### src/rtl/xbee_pkg.sv
// Shared definitions for the XBee event scheduler: FSM encoding, colour codes and the
// packed layout of one queued detection event.
package xbee_pkg;

  // Scheduler FSM states
  typedef enum logic [1:0] {
    StIdle      = 2'd0,
    StLaunch    = 2'd1,
    StWaitStart = 2'd2,
    StWaitEnd   = 2'd3
  } state_e;

  // Supply colour codes understood by the transmitter; any other value reports CS
  localparam logic [2:0] ColFire = 3'd1;
  localparam logic [2:0] ColCt   = 3'd2;

  // Event field widths
  localparam int unsigned ColorW   = 3;
  localparam int unsigned NodeNumW = 4;

  // One queued event. Packed MSB first: {nodex, node_num, color} -> bits [7], [6:3], [2:0].
  typedef struct packed {
    logic                nodex;
    logic [NodeNumW-1:0] node_num;
    logic [ColorW-1:0]   color;
  } event_t;

  localparam int unsigned EventW = $bits(event_t);

  // Width of a saturating counter able to reach the larger of two limits
  function automatic int unsigned cnt_width(input int unsigned a, input int unsigned b);
    return $clog2((a > b) ? a : b) + 1;
  endfunction

endpackage

### src/rtl/xbee_event_fifo.sv
// Synchronous event FIFO, DEPTH x WIDTH, with registered occupancy.
// Full/empty are derived from the occupancy register, so a pop in the same cycle as a push
// never makes room for that push; the push is simply refused while full.
module xbee_event_fifo #(
  parameter int unsigned DEPTH = 4,
  parameter int unsigned WIDTH = 8
) (
  input  logic             CLOCK,
  input  logic             RESET_N,
  input  logic             push,
  input  logic             pop,
  input  logic [WIDTH-1:0] wdata,
  output logic [WIDTH-1:0] rdata,
  output logic             full,
  output logic             empty
);

  localparam int unsigned PtrW   = $clog2(DEPTH);
  localparam int unsigned CountW = PtrW + 1;

  logic [WIDTH-1:0]  mem_q [DEPTH];
  logic [PtrW-1:0]   wr_ptr_q, wr_ptr_d;
  logic [PtrW-1:0]   rd_ptr_q, rd_ptr_d;
  logic [CountW-1:0] count_q, count_d;
  logic              do_push, do_pop;

  assign full    = (count_q == CountW'(DEPTH));
  assign empty   = (count_q == '0);
  assign do_push = push & ~full;
  assign do_pop  = pop & ~empty;
  assign rdata   = mem_q[rd_ptr_q];

  // Pointer and occupancy next state; pointers wrap naturally at a power-of-two depth
  always_comb begin
    wr_ptr_d = wr_ptr_q;
    rd_ptr_d = rd_ptr_q;
    count_d  = count_q;
    if (do_push) begin
      wr_ptr_d = wr_ptr_q + 1'b1;
    end
    if (do_pop) begin
      rd_ptr_d = rd_ptr_q + 1'b1;
    end
    if (do_push && !do_pop) begin
      count_d = count_q + 1'b1;
    end else if (do_pop && !do_push) begin
      count_d = count_q - 1'b1;
    end
  end

  // Pointer and occupancy registers
  always_ff @(posedge CLOCK or negedge RESET_N) begin
    if (!RESET_N) begin
      wr_ptr_q <= '0;
      rd_ptr_q <= '0;
      count_q  <= '0;
    end else begin
      wr_ptr_q <= wr_ptr_d;
      rd_ptr_q <= rd_ptr_d;
      count_q  <= count_d;
    end
  end

  // Storage array; contents are don't-care until written, so it carries no reset
  always_ff @(posedge CLOCK) begin
    if (do_push) begin
      mem_q[wr_ptr_q] <= wdata;
    end
  end

endmodule

### src/rtl/xbee_event_scheduler.sv
// XBee event scheduler: queues detection events and launches one transmitter message per
// event. The transmitter samples COLOR/NODEX/NODE_NUM live while it sends, so those are held
// in registers that only change when the next event is popped.
module xbee_event_scheduler
  import xbee_pkg::*;
#(
  parameter int unsigned DEPTH        = 4,
  parameter int unsigned QUIET_CYCLES = 4,
  parameter int unsigned START_TMO    = 64
) (
  input  logic       CLOCK,
  input  logic       RESET_N,
  input  logic       EV_VALID,
  output logic       EV_READY,
  input  logic [2:0] EV_COLOR,
  input  logic       EV_NODEX,
  input  logic [3:0] EV_NODE_NUM,
  input  logic       TX_DONE,
  output logic       DETECT,
  output logic [2:0] COLOR,
  output logic       NODEX,
  output logic [3:0] NODE_NUM,
  output logic       BUSY,
  output logic       OVERFLOW,
  output logic       TMO_ERR
);

  localparam int unsigned CntW = cnt_width(START_TMO, QUIET_CYCLES);

  // Last counter value of each wait, i.e. the cycle on which the wait ends
  localparam logic [CntW-1:0] TmoLast   = CntW'(START_TMO - 1);
  localparam logic [CntW-1:0] QuietLast = CntW'(QUIET_CYCLES - 1);

  state_e            state_q, state_d;
  logic [CntW-1:0]   cnt_q, cnt_d, cnt_inc;
  event_t            held_q, head, ev_in;
  logic [EventW-1:0] fifo_wdata, fifo_rdata;
  logic              fifo_full, fifo_empty;
  logic              push, pop;
  logic              launch_ok, tmo_hit, quiet_hit;

  // Event queue
  assign ev_in      = '{nodex: EV_NODEX, node_num: EV_NODE_NUM, color: EV_COLOR};
  assign fifo_wdata = ev_in;
  assign head       = event_t'(fifo_rdata);

  // EV_READY is the registered not-full, so an offer while full is dropped even if the
  // FSM pops in the same cycle
  assign EV_READY = ~fifo_full;
  assign push     = EV_VALID & ~fifo_full;
  assign OVERFLOW = EV_VALID & fifo_full;

  xbee_event_fifo #(
    .DEPTH(DEPTH),
    .WIDTH(EventW)
  ) u_fifo (
    .CLOCK  (CLOCK),
    .RESET_N(RESET_N),
    .push   (push),
    .pop    (pop),
    .wdata  (fifo_wdata),
    .rdata  (fifo_rdata),
    .full   (fifo_full),
    .empty  (fifo_empty)
  );

  // Launch and wait-end conditions shared by next-state and output logic
  always_comb begin
    cnt_inc   = (cnt_q == {CntW{1'b1}}) ? cnt_q : cnt_q + 1'b1;
    launch_ok = (state_q == StIdle) && !fifo_empty && TX_DONE;
    tmo_hit   = (state_q == StWaitStart) && TX_DONE && (cnt_q >= TmoLast);
    quiet_hit = (state_q == StWaitEnd) && TX_DONE && (cnt_q >= QuietLast);
  end

  // FSM state and shared wait counter
  always_ff @(posedge CLOCK or negedge RESET_N) begin
    if (!RESET_N) begin
      state_q <= StIdle;
      cnt_q   <= '0;
    end else begin
      state_q <= state_d;
      cnt_q   <= cnt_d;
    end
  end

  // Next state: the counter times the start timeout in WAIT_START and counts consecutive
  // done-high cycles in WAIT_END, so a 1-2 cycle inter-character gap cannot end the message
  always_comb begin
    state_d = state_q;
    cnt_d   = cnt_q;
    unique case (state_q)
      StIdle: begin
        cnt_d = '0;
        if (launch_ok) begin
          state_d = StLaunch;
        end
      end
      StLaunch: begin
        cnt_d   = '0;
        state_d = StWaitStart;
      end
      StWaitStart: begin
        if (!TX_DONE) begin
          cnt_d   = '0;
          state_d = StWaitEnd;
        end else if (tmo_hit) begin
          // Event is abandoned, not retried
          cnt_d   = '0;
          state_d = StIdle;
        end else begin
          cnt_d = cnt_inc;
        end
      end
      StWaitEnd: begin
        if (!TX_DONE) begin
          cnt_d = '0;
        end else if (quiet_hit) begin
          cnt_d   = '0;
          state_d = StIdle;
        end else begin
          cnt_d = cnt_inc;
        end
      end
      default: begin
        cnt_d   = '0;
        state_d = StIdle;
      end
    endcase
  end

  // FSM outputs: pop and launch pulse, busy flag, timeout pulse
  always_comb begin
    pop     = launch_ok;
    DETECT  = (state_q == StLaunch);
    BUSY    = (state_q != StIdle);
    TMO_ERR = tmo_hit;
  end

  // Held message fields, loaded only when the head event is popped
  always_ff @(posedge CLOCK or negedge RESET_N) begin
    if (!RESET_N) begin
      held_q <= '0;
    end else if (pop) begin
      held_q <= head;
    end
  end

  assign COLOR    = held_q.color;
  assign NODEX    = held_q.nodex;
  assign NODE_NUM = held_q.node_num;

endmodule
### config.mk
export PLATFORM = sky130hd
export DESIGN_NAME = xbee_event_scheduler
export DESIGN_NICKNAME = d
export VERILOG_FILES = /design/src/rtl/xbee_pkg.sv /design/src/rtl/xbee_event_fifo.sv /design/src/rtl/xbee_event_scheduler.sv
export SDC_FILE = /design/constraint.sdc
export NUM_CORES = 1
export LEC_CHECK = 0
export BUFFER_PORTS_ARGS = -buffer_cell sky130_fd_sc_hd__clkbuf_2
export CAP_MARGIN = 20
export CORE_ASPECT_RATIO = 0.8
export CORE_UTILIZATION = 45
export CTS_CLUSTER_DIAMETER = 200
export DETAILED_ROUTE_END_ITERATION = 7
export PLACE_DENSITY = 0.68
export SYNTH_ARGS = -nofsm -noshare
export SYNTH_HDL_FRONTEND = slang
export SYNTH_SLANG_ARGS = --single-unit
### constraint.sdc
create_clock -name CLOCK -period 4.7 [get_ports CLOCK]
set_clock_uncertainty 0.2 [all_clocks]
set_input_delay 0 -clock CLOCK [delete_from_list [all_inputs] [get_ports CLOCK]]
set_output_delay 0 -clock CLOCK [all_outputs]
set_load 0.005 [all_outputs]
---- Word level (Yosys, flattened, before mapping) ----
Memories as Yosys holds them, arrays and structs flattened. A register that Yosys moved wholly into a read port is not among the register bits.
Index checks and enable logic that the tools add are counted.
storage, ports and cells
  bits in registers ....................... 16
  RAM bits ................................ 32
  memories kept ........................... 1
cells by class
  order comparisons ....................... 2
  muxes and demuxes ....................... 16
  reductions and logical operators ........ 18
  bitwise logic cells ..................... 6
  eq/ne operators ......................... 9
  $add $sub $neg .......................... 5
memory list
  memory        depth  bits a word  read ports  clocked after memory_dff  wr ports  line                   text
  u_fifo.mem_q  4      8            1           1                         1         xbee_event_fifo.sv:21  logic [WIDTH-1:0] mem_q [DEPTH];
operator list
  operator             number
  $mux 7               5
  $pmux 7 s3           1
  $mux 2               5
  $logic_and 1x1->1    8
  $pmux 2 s4           1
  $add 7x1->7 const B  1
  $eq 7x7->1 const B   1
  $ge 7x2->1 const B   1
  $ge 7x6->1 const B   1
  $mux 3               2
  $add 2x1->2 const B  2
  $and 1x1->1          4
  $eq 2x2->1 const B   2
  $logic_not 1->1      4
  $ne 2x2->1 const B   2
  $reduce_and 4->1     1
  $reduce_bool 2->1    2
  $add 3x1->3 const B  1
  $eq 3x3->1 const B   1
  $logic_not 3->1      1
  $ne 3x3->1 const B   1
  $sub 3x1->3 const B  1
  $eq 2x1->1 const B   1
  $logic_not 2->1      1
  4 further kinds      6

---- Depth between registers and ports, before layout ----
  word-level depth ........................ 8
  mapped depth ............................ 9
  gate-level depth less buffers ........... 8

---- Cells and area by module ----
Synthesis repeated with hierarchy kept, for this count alone.
unflattened totals
  cells, all modules ...................... 152
  area total of the unflattened synthesis .. 2,433.6 um^2
modules (own cells, without submodules)
  module                area each (um^2)  cells each  times used
  xbee_event_fifo       1,575.3           78          1
  xbee_event_scheduler  858.3             74          1

---- Least setup slack after synthesis ----
OpenSTA, ideal clock, no wires.
  path type ............................... register to register
  from .................................... reg u_fifo.count_q[0]
  to ...................................... reg u_fifo.count_q[2]
  data arrival time ....................... 2.123 ns
  path buffers ............................ 1
  clock period less this slack ............ 2.402 ns
  cell stages (with the launch flop) ...... 10
  path slack .............................. 2.298 ns
  data required time ...................... 4.421 ns
  library setup time ...................... 0.079 ns
  cells stage by stage .................... dfrtp_1 > or3_2 > nand3_2 > buf_6 > ha_1 > inv_1 > fa_1 > xor2_1 > nor2_1 > xor2_1
on the way
  cells in the longest elaborated chain, start to end .. 8
RTL lines
  what                                                line                        text
  start: declaration                                  xbee_event_fifo.sv:24       logic [CountW-1:0] count_q, count_d;
  start signal: assignment                            xbee_event_fifo.sv:60       count_q <= count_d;
  $logic_not 3->1                                     xbee_event_fifo.sv:28       assign empty = (count_q == '0);
  $logic_not 1->1                                     xbee_event_scheduler.sv:70  launch_ok = (state_q == StIdle) && !fifo_empty && TX_DONE;
  $logic_and 1x1->1 (2 in a row)                      xbee_event_scheduler.sv:70
  $and 1x1->1                                         xbee_event_fifo.sv:30       assign do_pop = pop & ~empty;
  $logic_not 1->1                                     xbee_event_fifo.sv:44       if (do_push && !do_pop) begin
  $logic_and 1x1->1                                   xbee_event_fifo.sv:44
  $mux 3 / $reduce_bool 2->1 (equally long branches)  -
Several ways; a longest one is shown, not always the timed one. The select of a mux whose other input is x is not followed.
A chain may end at the register's enable or synchronous reset.

---- Worst setup path after layout ----
Same ends and word-level chain as after synthesis.

==> flow_summary.toml <==
[setup_path]
cp-start-kind = "flip-flop"
rr_worst_depth = 8
worstPathMaxFanout = 11
critical_path.endpoint_type = "flip-flop"
arrival_ns = 2.64
rr_startpoint = "u_fifo.count_q[0]"
worstReg2RegEnd = "u_fifo.count_q[2]"
r2r_slack_ns = 2.08
crit_required_ns = 4.72
criticalPathCategory = "reg2reg"

[finish]
drive_above_1_share = 0.316
antenna_cells = 0
final_nets = 208
num-fill-cells = 424
synthToLayoutAreaGrowth_pct = 15.0

[drt]
dr.pass1.iters = 6
drcViolationCount = 4
via_count = 1419
drt-initial-drc-count = 144
ant_nets = 0
drt-vias-per-instance = 5.63
wl_per_cell_um = 16.9
wirelength_mm = 4.26

[clock_network]
clk_latency_ns = 0.30
clkTransAtPathRegs_ns = 0.10
cts_buffers = 5
root_buffer = "clkbuf_8"
cts_tree = "yes"
cts.sinks = 56
post_cts_resized = 0
cts_buffer_depth = 2
cts_htree_levels = 2
cts_setup_buffers = 0
postCtsHoldBufs = 11

[die]
core_um2 = 5120
fp-row-count = 23
die_y_um = 67.9
io_pins = 25
die_x_um = 84.4
die_area_um2 = 5740
initial_core_util = 0.478

[synthesis]
synth_edf_count = 32
synthFlopType = "edfxtp_1"
syn_inst = 154
synthTopCellsByArea = "edfxtp_1 (39%), dfrtp_1 (25%), mux4_2 (7.4%)"
synth_cell_types = 41
yosysSeqAreaShare = 0.638
syn_nets = 173
async_flop_share = 0.429
synth_seq_cells = 56
syn_area_um2 = 2450
yosysWarnings = 0
synth.largest_area_cell = "edfxtp_1"
avgSynthCellArea_um2 = 15.9
yosysTopAreaCellShare = 0.393

[placement]
port_buffers = 24
dpl_worst_slack_ns = 2.11
hpwl_mm = 2.95
gp_congestion = 0.822

[power_and_ir_drop]
swShare = 0.299
internal_power_mw = 1.06
comb_power_share = 0.282
p_clk_frac = 0.204
peakVddDrop_mv = 0.261
p_sw_mw = 0.455
seq_power_share = 0.514
p_per_area_nw_per_um2 = 540
p_leak_nw = 1.10

[timing]
slew_viol_final = 0
finalSetupViolCount = 0
worst_pin_slew_ns = 0.610
rsz0062_at_grt = "no"
post-route-period-util = 0.557
final_hold_viol_count = 0
post-route-min-period_ns = 2.62
final.setup.tns_ns = 0
max_slew_margin = 0.593
final.setup.worst_slack_ns = 2.08
max_freq_mhz = 382

[global_route]
grt_pass1_vias = 1448
grt_use_total = 0.169
gr-total-overflow = 0
grt_pass1_wl_mm = 7.07
grt_max_degree = 25
antenna_found_initial = 0

[worst_hold_path]
hold_class = "in2async"

[run_status]
violations = "DRC"
status = "finished with violations"

[run]
drv_cap = 0
==> layout by cell type (no fill, tap or decap), drive strengths merged, types with 4 or more instances in the layout <==
cell type	count
nand4	6
mux2	10
nor2	5
inv	8
and3	6
mux4	8
clkbuf	30
ha	6
nand3	4
edfxtp	32
xnor2	4
dlygate4sd3	11
dfrtp	24
a31oi	5
==> final cells by class <==
class,count,area (um2),area share
flip-flops and latches,56,1560,0.555
multi-input cells,84,807,0.287
repair buffers,35,230,0.0818
well taps,62,77.6,0.0276
clock buffers,6,72.6,0.0258
clock inverters,2,38.8,0.0138
inverters,7,26.3,0.00934
==> metal layers <==
metal / vias up / wire length (um) / global-route usage
li1: 656 / - / -
met1: 712 / 1900 / 0.222
met2: 44 / 2140 / 0.285
met3: 7 / 182 / 0.0374
met4: 0 / 48 / 0.0593
met5: - / 0 / 0
==> registers in the layout, summed over array words and instances (netlist names) <==
| name | cells |
|---|---|
| COLOR | 3 |
| cnt_q | 7 |
| state_q | 2 |
| NODEX | 1 |
| u_fifo.count_q | 3 |
| u_fifo.mem_q | 32 |
| u_fifo.rd_ptr_q | 2 |
| NODE_NUM | 4 |
| u_fifo.wr_ptr_q | 2 |
==> power groups by stage <==
| stage | clock network [mW] | logic, mW | registers [mW] |
|---|---|---|---|
| 3_3_place_gp | 0 | 0.403 | 0.782 |
| 6_report | 0.310 | 0.428 | 0.780 |
| 4_1_cts | 0.317 | 0.436 | 0.783 |
| 3_5_place_dp | 0 | 0.428 | 0.793 |
| 2_1_floorplan | 0 | 0.345 | 0.733 |
| 5_1_grt | 0.336 | 0.471 | 0.803 |
==> cell usage after synthesis, types with 2 or more instances <==
| cell | instances |
|---|---|
| a211oi_1 | 2 |
| a21oi_1 | 3 |
| a22oi_1 | 2 |
| a31oi_1 | 5 |
| and3_1 | 2 |
| and3_2 | 4 |
| and4_1 | 2 |
| buf_2 | 2 |
| buf_6 | 3 |
| dfrtp_1 | 24 |
| edfxtp_1 | 32 |
| ha_1 | 6 |
| inv_1 | 7 |
| mux2_2 | 9 |
| mux4_2 | 8 |
| nand2_1 | 3 |
| nand3_1 | 3 |
| nand4_1 | 5 |
| nor2_1 | 5 |
| o21ai_0 | 2 |
| xnor2_1 | 4 |
| xor2_1 | 2 |
==> stage by stage <==
stage / area (um2) / utilization / power (mW) / hold slack, ns / instances
global placement: 2590 / 0.506 / 1.18 / -0.170 / 233
CTS: 2810 / 0.549 / 1.54 / 0.0524 / 252
floorplan: 2450 / - / 1.08 / -0.496 / 154
finish: 2810 / 0.549 / 1.52 / 0.0334 / 252
global route: 2810 / 0.549 / 1.61 / 0.0995 / 252
detailed placement: 2590 / 0.506 / 1.22 / -0.159 / 233
==> cell families after synthesis <==
group                      synth area share
adders and majority gates            0.0389
muxes                                 0.121
other                               0.00153
buffers and inverters                0.0317
and+or+nand+nor                      0.0890
DFF                                   0.638
xor gates and xnor gates             0.0215
AOI/OAI and AO/OA                    0.0578
==> worst max-delay path, cell delays in order (launching register included) <==
cell and delay, ns:
dfrtp_1 0.44, or3_2 0.52, nand3_2 0.26, ha_1 0.24
inv_1 0.07, fa_1 0.37, xor2_1 0.17, nor2_1 0.11
xor2_1 0.16
==> worst max-delay path by stage <==
stage	startpoint	endpoint	slack (ns)	depth (start not counted)
3_3_place_gp	u_fifo.count_q[0]	u_fifo.count_q[2]	2.20	8
2_1_floorplan	u_fifo.count_q[0]	u_fifo.count_q[2]	2.30	9
5_1_grt	u_fifo.count_q[0]	u_fifo.count_q[2]	1.96	8
6_report	u_fifo.count_q[0]	u_fifo.count_q[2]	2.08	8
3_5_place_dp	u_fifo.count_q[0]	u_fifo.count_q[2]	2.11	8
4_1_cts	u_fifo.count_q[0]	u_fifo.count_q[2]	2.08	8
(Power assumes the default switching activity.)
